$ cat src/rtl/io_handshake_responder_pkg.sv
// Shared types and default sizing for the I/O handshake responder.
package io_handshake_responder_pkg;

    localparam int DEFAULT_DATA_WIDTH      = 32;
    localparam int DEFAULT_SWITCH_WIDTH    = 16;
    localparam int DEFAULT_DEBOUNCE_CYCLES = 50000;
    localparam int DEFAULT_COUNTER_WIDTH   = 16;

    // Handshake progress: a request waits for a full debounced press/release
    // of the continue button before confirmation is returned.
    typedef enum logic [1:0] {
        IDLE,
        WAIT_PRESS,
        WAIT_RELEASE,
        CONFIRM
    } state_t;

endpackage

$ cat src/rtl/io_handshake_responder_if.sv
// CPU/board-facing signal bundle of the responder. The master side is the
// CPU control unit plus the board inputs; the slave side is the responder.
interface io_handshake_responder_if
    import io_handshake_responder_pkg::*;
#(
    parameter int DATA_WIDTH   = DEFAULT_DATA_WIDTH,
    parameter int SWITCH_WIDTH = DEFAULT_SWITCH_WIDTH
);
    logic                    is_input;
    logic                    is_output;
    logic [DATA_WIDTH-1:0]   data_out;
    logic [SWITCH_WIDTH-1:0] switches;
    logic                    continue_button;
    logic                    confirmation;
    logic [DATA_WIDTH-1:0]   data_in;
    logic [DATA_WIDTH-1:0]   display_value;
    logic                    is_user_request;
    logic                    busy;

    modport master (
        output is_input, is_output, data_out, switches, continue_button,
        input  confirmation, data_in, display_value, is_user_request, busy
    );

    modport slave (
        input  is_input, is_output, data_out, switches, continue_button,
        output confirmation, data_in, display_value, is_user_request, busy
    );
endinterface

$ cat src/rtl/io_handshake_responder_button_debouncer.sv
// Synchronizes the raw continue button, accepts a level change only after
// DEBOUNCE_CYCLES consecutive differing samples, and emits one-cycle
// strobes on the accepted rising and falling edges.
module io_handshake_responder_button_debouncer #(
    parameter int DEBOUNCE_CYCLES = 50000,
    parameter int COUNTER_WIDTH   = 16
) (
    input  logic clock,
    input  logic reset,
    input  logic button,
    output logic press_evt,
    output logic release_evt
);
    localparam logic [COUNTER_WIDTH-1:0] LAST_COUNT = COUNTER_WIDTH'(DEBOUNCE_CYCLES - 1);

    logic                     button_meta;
    logic                     button_sync;
    logic                     level;
    logic [COUNTER_WIDTH-1:0] count;

    // Two-flop synchronizer for the asynchronous button input.
    // NOTE: every flop here is reset, synchronizer included, so a button held
    // through reset is seen as a fresh press that must re-debounce from 0.
    always_ff @(posedge clock or posedge reset) begin
        if (reset) begin
            button_meta <= 1'b0;
            button_sync <= 1'b0;
        end else begin
            // NOTE: non-blocking so both stages sample the pre-edge values and
            // the chain really is two flops deep.
            button_meta <= button;
            button_sync <= button_meta;
        end
    end

    // Stability counter; toggles the debounced level and strobes the edge.
    always_ff @(posedge clock or posedge reset) begin
        if (reset) begin
            level       <= 1'b0;
            count       <= '0;
            press_evt   <= 1'b0;
            release_evt <= 1'b0;
        end else begin
            press_evt   <= 1'b0;
            release_evt <= 1'b0;
            if (button_sync == level) begin
                count <= '0;
            end else if (count == LAST_COUNT) begin
                level       <= ~level;
                count       <= '0;
                press_evt   <= ~level;
                release_evt <= level;
            end else begin
                count <= count + 1'b1;
            end
        end
    end
endmodule

$ cat src/rtl/io_handshake_responder.sv
// Peripheral-side responder for the CPU's blocking I/O protocol: latches
// output values to the display, captures switches for input requests, and
// confirms once the user has pressed and released the continue button.
module io_handshake_responder
    import io_handshake_responder_pkg::*;
#(
    parameter int DATA_WIDTH      = DEFAULT_DATA_WIDTH,
    parameter int SWITCH_WIDTH    = DEFAULT_SWITCH_WIDTH,
    parameter int DEBOUNCE_CYCLES = DEFAULT_DEBOUNCE_CYCLES,
    parameter int COUNTER_WIDTH   = DEFAULT_COUNTER_WIDTH
) (
    input  logic                    clock,
    input  logic                    reset,
    io_handshake_responder_if.slave bus
);
    state_t                  state;
    logic                    press_evt;
    logic                    release_evt;
    logic                    req;
    logic [SWITCH_WIDTH-1:0] switches_meta;
    logic [SWITCH_WIDTH-1:0] switches_sync;

    assign req = bus.is_input | bus.is_output;

    io_handshake_responder_button_debouncer #(
        .DEBOUNCE_CYCLES (DEBOUNCE_CYCLES),
        .COUNTER_WIDTH   (COUNTER_WIDTH)
    ) u_button_debouncer (
        .clock       (clock),
        .reset       (reset),
        .button      (bus.continue_button),
        .press_evt   (press_evt),
        .release_evt (release_evt)
    );

    // Two-flop synchronizer for the switch bank; only sampled at capture.
    always_ff @(posedge clock or posedge reset) begin
        if (reset) begin
            switches_meta <= '0;
            switches_sync <= '0;
        end else begin
            switches_meta <= bus.switches;
            switches_sync <= switches_meta;
        end
    end

    // Handshake FSM with registered outputs; a withdrawn request aborts.
    always_ff @(posedge clock or posedge reset) begin
        if (reset) begin
            state               <= IDLE;
            bus.confirmation    <= 1'b0;
            bus.data_in         <= '0;
            bus.display_value   <= '0;
            bus.is_user_request <= 1'b0;
            bus.busy            <= 1'b0;
        end else begin
            bus.is_user_request <= 1'b0;
            case (state)
                IDLE: begin
                    // A press coinciding with a new request is swallowed.
                    if (req) begin
                        state    <= WAIT_PRESS;
                        bus.busy <= 1'b1;
                        if (bus.is_output) begin
                            bus.display_value <= bus.data_out;
                        end
                    end else if (press_evt) begin
                        bus.is_user_request <= 1'b1;
                    end
                end
                WAIT_PRESS: begin
                    if (!req) begin
                        state    <= IDLE;
                        bus.busy <= 1'b0;
                    end else if (press_evt) begin
                        state <= WAIT_RELEASE;
                        if (bus.is_input) begin
                            bus.data_in <= DATA_WIDTH'(switches_sync);
                        end
                    end
                end
                WAIT_RELEASE: begin
                    if (!req) begin
                        state    <= IDLE;
                        bus.busy <= 1'b0;
                    end else if (release_evt) begin
                        state            <= CONFIRM;
                        bus.confirmation <= 1'b1;
                    end
                end
                CONFIRM: begin
                    if (!req) begin
                        state            <= IDLE;
                        bus.confirmation <= 1'b0;
                        bus.busy         <= 1'b0;
                    end
                end
                default: begin
                    state            <= IDLE;
                    bus.confirmation <= 1'b0;
                    bus.busy         <= 1'b0;
                end
            endcase
        end
    end
endmodule

$ cat src/flat_wrapper.sv
// flat-port wrapper written by rule: the top's interface ports become plain ports
module io_handshake_responder_flat import io_handshake_responder_pkg::*;
#(
    parameter int DATA_WIDTH      = DEFAULT_DATA_WIDTH,
    parameter int SWITCH_WIDTH    = DEFAULT_SWITCH_WIDTH,
    parameter int DEBOUNCE_CYCLES = DEFAULT_DEBOUNCE_CYCLES,
    parameter int COUNTER_WIDTH   = DEFAULT_COUNTER_WIDTH
)
  (clock, reset, bus_is_input, bus_is_output, bus_data_out, bus_switches, bus_continue_button, bus_confirmation, bus_data_in, bus_display_value, bus_is_user_request, bus_busy);
  io_handshake_responder_if #(.DATA_WIDTH(DATA_WIDTH), .SWITCH_WIDTH(SWITCH_WIDTH)) bus_i ();
  input  logic clock;
  input  logic reset;
  input wire logic [$bits(bus_i.is_input)-1:0] bus_is_input;
  input wire logic [$bits(bus_i.is_output)-1:0] bus_is_output;
  input wire logic [$bits(bus_i.data_out)-1:0] bus_data_out;
  input wire logic [$bits(bus_i.switches)-1:0] bus_switches;
  input wire logic [$bits(bus_i.continue_button)-1:0] bus_continue_button;
  output wire logic [$bits(bus_i.confirmation)-1:0] bus_confirmation;
  output wire logic [$bits(bus_i.data_in)-1:0] bus_data_in;
  output wire logic [$bits(bus_i.display_value)-1:0] bus_display_value;
  output wire logic [$bits(bus_i.is_user_request)-1:0] bus_is_user_request;
  output wire logic [$bits(bus_i.busy)-1:0] bus_busy;
  assign bus_i.is_input = bus_is_input;
  assign bus_i.is_output = bus_is_output;
  assign bus_i.data_out = bus_data_out;
  assign bus_i.switches = bus_switches;
  assign bus_i.continue_button = bus_continue_button;
  assign bus_confirmation = bus_i.confirmation;
  assign bus_data_in = bus_i.data_in;
  assign bus_display_value = bus_i.display_value;
  assign bus_is_user_request = bus_i.is_user_request;
  assign bus_busy = bus_i.busy;
  io_handshake_responder #(.DATA_WIDTH(DATA_WIDTH), .SWITCH_WIDTH(SWITCH_WIDTH), .DEBOUNCE_CYCLES(DEBOUNCE_CYCLES), .COUNTER_WIDTH(COUNTER_WIDTH)) u_core (.clock(clock), .reset(reset), .bus(bus_i));
endmodule
$ cat config.mk
export PLATFORM = sky130hd
export DESIGN_NAME = io_handshake_responder_flat
export DESIGN_NICKNAME = d
export VERILOG_FILES = /design/src/rtl/io_handshake_responder_pkg.sv /design/src/rtl/io_handshake_responder_if.sv /design/src/rtl/io_handshake_responder_button_debouncer.sv /design/src/rtl/io_handshake_responder.sv /design/src/flat_wrapper.sv
export SDC_FILE = /design/constraint.sdc
export NUM_CORES = 1
export LEC_CHECK = 0
export ABC_AREA = 1
export BUFFER_PORTS_ARGS = -buffer_cell sky130_fd_sc_hd__buf_2
export CAP_MARGIN = 20
export CELL_PAD_IN_SITES_DETAIL_PLACEMENT = 0
export CELL_PAD_IN_SITES_GLOBAL_PLACEMENT = 1
export CORE_AREA = 2 2 110 112
export CTS_CLUSTER_DIAMETER = 30
export DETAILED_ROUTE_END_ITERATION = 8
export DIE_AREA = 0 0 112 114
export PLACE_DENSITY = 0.78
export SLEW_MARGIN = 20
export SYNTH_ARGS = -nofsm -noshare
export SYNTH_HDL_FRONTEND = slang
export SYNTH_SLANG_ARGS = --single-unit
$ cat constraint.sdc
create_clock -name clock -period 3.2 [get_ports clock]
set_clock_uncertainty 0.05 [all_clocks]
set_input_delay 0.32 -clock clock [delete_from_list [all_inputs] [get_ports clock]]
set_output_delay 0.32 -clock clock [all_outputs]
set_load 0.01 [all_outputs]
==> results by group, run 1 <==
Run status
  • Status: completed

Critical path
  • Worst Setup End Kind: flop
  • Worst R2R End: u_core.bus.display_value[24]$_DFFE_PP0P_
  • Reg2Reg Depth: 3
  • Kind of critical path: reg -> reg
  • Largest stage delay on the critical path: 0.49 ns
  • Crit path cell chain: nor2_2 > nand2_2 > mux2_1
  • Setup slack, reg-to-reg: 1.43 ns
  • Crit-path max FO: 32
  • R2R Path Start: u_core.state[0]$_DFFE_PP0P_
  • WP data required: 3.37 ns
  • Crit path DAT: 1.94 ns
  • Slowest cell on the critical path: mux2_1
  • CP Launch Type: flop

Clocking
  • CTS Hold Bufs: 0
  • TritonCTS buffer count: 9
  • CTS tree: built
  • Clk sinks: 106
  • Longest Clk Path Bufs: 2
  • Setup Buffers After CTS: 0
  • Worst-Skew Late Latency: 0.34 ns
  • CTS H-Tree Depth: 3
  • CTS Root Cell: clkbuf_16
  • CTS resizes: 0
  • Clock Pin Slew Worst Setup and Hold Paths: 0.07 ns

Floorplanning
  • I/O pin count: 120
  • Chip Width: 112 microns
  • Core area: 11700 sq um
  • Initial Utilization: 34.6%
  • Num rows: 40
  • Die area: 12800 sq um
  • Die Span Y: 114 microns

Place
  • Dpl hpwl: 5190 microns
  • IO buf count: 103
  • Routability cong.: 0.821

Synthesis
  • Synth top cells by count: 106 x dfrtp_1, 44 x nor2_1, 36 x mux2_2
  • Count leader, synth: dfrtp_1
  • Yosys warns: 0
  • Syn Area/Cell: 12.7 sq um
  • Post-synth top area share: 65.5%
  • Dominant cell type by area after synthesis: dfrtp_1
  • Largest cells by area after synthesis: dfrtp_1 65%, mux2_2 10%, nor2_1 4.1%, mux2_4 3.7%, buf_4 3.5%
  • Async S/R FF share, synth: 100%
  • Synth Instances: 319
  • Post-synth EDFFs: 0
  • Mapped Area: 4050 sq um
  • Library cells used by synthesis: 28
  • Sequential-to-total area share from yosys stat: 65.5%
  • Seq cells post-synth: 106
  • Primary FF master, synth: dfrtp_1

Global route
  • First-pass GRT wire length: 12200 microns
  • Largest net degree at the start of global routing: 56
  • Global route overflow: 0
  • Vias in the first global route: 2568
  • Initial antenna violation count: 0
  • GRT Resource Usage Total: 12.0%

Finish
  • Layout cells sized above 1: 39.4%
  • Fill count: 1092
  • Area Growth Syn to Fin: 22.6%
  • # diodes: 0
  • NumNets Final: 483

Timing
  • RSZ-0062 raised after global routing: false
  • Max Freq: 0.565 GHz
  • Final hold vios: 0
  • Setup TNS: 0 ns
  • Max-slew headroom: 51.3%
  • Fin crit period: 1.77 ns
  • Worst-margin pin slew: 0.728 ns
  • # setup viols final: 0
  • Final worst-path cycle share: 55.3%
  • Final slew viol count: 0

Detailed routing
  • DR WL/cell: 12.5 microns
  • Vias: 2510
  • Drt initial violations: 170
  • 1st-pass router iterations: 4
  • Post-route ant nets: 0
  • Via/cell ratio: 4.32
  • Residual DRC: 0
  • Post-Route WL: 7250 microns

Pwr
  • Max rail drop VDD: 0.397 mV
  • Leak: 2.53 nW
  • Total power: 3.60 mW
  • PD cells: 724 nW/um^2

Flow run
  • Max cap viols: 0

Min path
  • Min-delay worst type: in -> async
[stage by stage]
step / util, % / setup slack, ns / std cells / area [sq um] / hold WS (ns)
5_1_grt: 42.4 / 1.28 / 581 / 4970 / 0.0124
6_report: 42.4 / 1.43 / 581 / 4970 / 0.0252
4_1_cts: 42.4 / 1.41 / 581 / 4970 / 0.0129
2_1_floorplan: - / 0.0411 / 334 / 4110 / 0.281
3_5_place_dp: 39.9 / 1.43 / 565 / 4670 / 0.285
3_3_place_gp: 39.9 / 1.49 / 565 / 4670 / 0.281
[per-layer routing]
| layer | track usage (%) | wire length (microns) |
|---|---|---|
| met5 | 0 | 0 |
| met4 | 4.88 | 86 |
| met3 | 3.51 | 457 |
| met2 | 18.8 | 3370 |
| met1 | 15.9 | 3340 |
[critical path, delay by kind of cell (launching register included)]
| kind | cells | cell delay (ns) |
|---|---|---|
| flip-flops | 1 | 0.46 |
| AND/OR/NAND/NOR | 2 | 0.65 |
| multiplexers | 1 | 0.49 |
[worst max path at each step]
stage,to,from,slack [ns],cells after the start
floorplan,u_core.bus.busy$_DFFE_PP0P_,reset,0.04,1
CTS,u_core.bus.display_value[24]$_DFFE_PP0P_,u_core.state[0]$_DFFE_PP0P_,1.41,3
detailed placement,u_core.bus.display_value[24]$_DFFE_PP0P_,u_core.state[0]$_DFFE_PP0P_,1.43,3
global route,u_core.bus.display_value[24]$_DFFE_PP0P_,u_core.state[0]$_DFFE_PP0P_,1.28,3
finish,u_core.bus.display_value[24]$_DFFE_PP0P_,u_core.state[0]$_DFFE_PP0P_,1.43,3
global placement,u_core.bus.display_value[24]$_DFFE_PP0P_,u_core.state[0]$_DFFE_PP0P_,1.49,3
[logic make-up (layout without fill, tap and decap cells)]
logic type,after synthesis,count (layout),synth area share [%]
AOI/OAI and AO/OA,11,11,1.67
xor gates and xnor gates,5,5,1.08
adders and majority gates,2,2,0.556
buffers and inverters,44,144,6.02
DFF,106,106,65.5
muxes,48,48,14.3
other,1,16,0.0925
and+or+nand+nor,102,102,10.9
[power by group]
part	switching, mW	internal [mW]
Clock	0.490	0.617
Combinational	0.379	0.394
Sequential	0.126	1.59
Total	0.996	2.60
[area by class of cell]
cell class / instances / area [sq um] / share of cell area (%)
Multi-Input combinational cell: 184 / 1210 / 24.4
Clock inverter: 6 / 71.3 / 1.44
Timing Repair Buffer: 105 / 531 / 10.7
Sequential cell: 106 / 2650 / 53.4
Inverter: 23 / 88.8 / 1.79
Tap cell: 147 / 184 / 3.70
Clock buffer: 10 / 229 / 4.61
[registers in the layout (all words and copies together), names as in the netlist, 2 cells and up]
register                         count
u_core.switches_sync                16
u_core.state                         2
u_core.u_button_debouncer.count     16
u_core.switches_meta                16
u_core.bus.data_in                  16
u_core.bus.display_value            32
[cell usage in the layout, fill, tap and decap left out, drive strengths merged, types with 3 or more instances in the layout]
master,instances
a21oi,3
buf,105
clkbuf,10
conb,16
dfrtp,106
inv,26
mux2,48
nand2,33
nand3,14
nand4,5
nor2,45
nor3,4
xor2,3
No activity file was read; power rests on OpenSTA's default activity.
==> run 2, diff against run 1 <==
==> constraint.sdc (replaced) <==
create_clock -name clock -period 1.5 [get_ports clock]
set_clock_uncertainty 0.05 [all_clocks]
set_input_delay 0.15 -clock clock [delete_from_list [all_inputs] [get_ports clock]]
set_output_delay 0.15 -clock clock [all_outputs]
set_load 0.01 [all_outputs]
==> run 2 against run 1 <==
Compared with the run above: global-route usage is 0.72 points higher; final cell count is 10% higher; sequential power is 110% higher; critical endpoint is now u_core.bus.display_value[12]$_DFFE_PP0P_; worst setup slack worse by 1.3 ns; combinational power is 140% higher; power is 120% higher; clock-buffer cell count is 1 lower; flip-flop and latch count stayed put; utilization is 5.4 points higher; via count is 8.0% higher; sequential share of layout area is 6.0 points lower; design area is 13% higher.
==> results by group, run 2 (synthesis gave the netlist of run 1 again) <==
Critical path
  • CP Buf/Inv Count: 1
  • Largest stage delay on the critical path: 0.43 ns
  • Crit path cell chain: nor2_2 > nand2_2 > buf_12 > mux2_2
  • Delay-heaviest family, CP: flip-flops
  • Crit-path max FO: 26
  • CP Launch Type: flop
  • Crit path DAT: 1.59 ns
  • WP data required: 1.67 ns
  • Slowest cell on the critical path: dfrtp_1
  • Kind of critical path: reg -> reg
  • Worst Setup End Kind: flop

Pwr
  • PD cells: 1410 nW/um^2
  • Leak: 2.81 nW
  • Total power: 7.92 mW
  • Max rail drop VDD: 0.842 mV

Finish
  • Most common cell after layout, fill and taps aside: dfrtp_1
  • Max reg flops: 32
  • # diodes: 0
  • Multi-input logic area: 1220 sq um
  • NumNets Final: 543
  • Layout cells sized above 1: 37.2%
  • Register area: 2650 sq um
  • Fill count: 1034
  • Most frequent cells in the layout: 106 x dfrtp_1, 103 x buf_2, 50 x dlygate4sd3_1
  • Area Growth Syn to Fin: 38.2%
  • Reg with most FFs: u_core.bus.display_value

Place
  • Routability cong.: 0.797
  • Dpl hpwl: 5190 microns
  • IO buf count: 103

Floorplanning
  • I/O pin count: 120
  • Die area: 12800 sq um
  • Initial Utilization: 34.6%
  • Num rows: 40
  • Chip Width: 112 microns
  • Core area: 11700 sq um
  • Die Span Y: 114 microns

Clocking
  • Clk sinks: 106
  • Clock Pin Slew Worst Setup and Hold Paths: 0.07 ns
  • CTS Root Cell: clkbuf_16
  • CTS H-Tree Depth: 3
  • Longest Clk Path Bufs: 2
  • Worst-Skew Late Latency: 0.34 ns
  • TritonCTS buffer count: 9
  • CTS tree: built

Detailed routing
  • DR WL/cell: 12.1 microns
  • Residual DRC: 0
  • Via/cell ratio: 4.23
  • Vias: 2712
  • 1st-pass router iterations: 4
  • Post-Route WL: 7750 microns
  • Drt initial violations: 111
  • Post-route ant nets: 0

Timing
  • Final slew viol count: 0
  • Final hold vios: 0
  • Setup TNS: 0 ns
  • Max-slew headroom: 63.5%
  • Final worst-path cycle share: 94.3%
  • # setup viols final: 0
  • Worst-margin pin slew: 0.547 ns
  • Max Freq: 0.707 GHz
  • Fin crit period: 1.41 ns
  • RSZ-0062 raised after global routing: false

Global route
  • Largest net degree at the start of global routing: 63
  • First-pass GRT wire length: 13000 microns
  • Initial antenna violation count: 0
  • Global route overflow: 0
  • Vias in the first global route: 2762
  • GRT Resource Usage Total: 12.7%

Min path
  • Min-delay worst type: in -> reg

Run status
  • Status: completed

Flow run
  • Max cap viols: 0
## run 2: path summary, 6_finish.rpt
| check | slack [ns] | startpoint | to | cells after the start |
|---|---|---|---|---|
| worst max-delay path | 0.09 | u_core.state[0]$_DFFE_PP0P_ | u_core.bus.display_value[12]$_DFFE_PP0P_ | 4 |
| worst min-delay path | 0.06 | bus_is_output | u_core.state[0]$_DFFE_PP0P_ | 3 |
| worst max register to register | 0.09 | u_core.state[0]$_DFFE_PP0P_ | u_core.bus.display_value[12]$_DFFE_PP0P_ | 4 |
| worst min register to register | 0.30 | u_core.switches_meta[6]$_DFF_PP0_ | u_core.switches_sync[6]$_DFF_PP0_ | 0 |
| max in group asynchronous | 0.51 | reset | u_core.u_button_debouncer.count[13]$_DFF_PP0_ | 4 |
| min in group asynchronous | 0.39 | reset | u_core.bus.display_value[15]$_DFFE_PP0P_ | 4 |
## run 2: what timing repair did
item | 4_1_cts | 5_1_grt
buffers inserted | 0 | 1
hold buffers | 50 | 0
endpoints found under the setup margin | 0 | 17
resized for setup | 0 | 2
hold endpoints to repair | 155 | 0
## run 2: where the power goes
group          internal, mW  switching (mW)  leakage, nW  total, mW
Combinational         0.993           0.863         1.33       1.86
Clock                  1.33            1.09        0.151       2.41
Sequential             3.39           0.254         1.32       3.65
Total                  5.71            2.21         2.81       7.92
## run 2: final cells by class
class                   instances  area share, %
flip-flops and latches        106           47.4
multi-input cells             184           21.7
repair buffers                165           20.4
clock buffers                   9           4.02
well taps                     147           3.28
inverters                      23           1.61
clock inverters                 7           1.56
## run 2: tightest hold or removal path: cells and delay by family
family | cells | cell delay (ns)
AND/OR/NAND/NOR | 2 | 0.16
buffers and inverters | 1 | 0.10
## run 2: per-layer routing
| layer | global-route usage, % | wire, microns | share of wire, % |
|---|---|---|---|
| met5 | 0 | 0 | 0 |
| met4 | 5.61 | 140 | 1.8 |
| met3 | 3.35 | 429 | 5.5 |
| met2 | 21.5 | 3720 | 48 |
| met1 | 15.5 | 3470 | 45 |
## run 2: per-stage QoR
stage                     setup slack [ns]  cells  utilization [%]  hold slack (ns)  instance area [sq um]
after floorplan                     0.0265    334                -            0.131                   4110
after global placement              0.0789    574             40.7            0.208                   4760
after detailed placement            0.0175    574             40.7            0.209                   4760
after CTS                          0.00340    640             47.6           0.0542                   5580
after global routing              0.000906    641             47.8           0.0769                   5600
final                               0.0858    641             47.8           0.0588                   5600
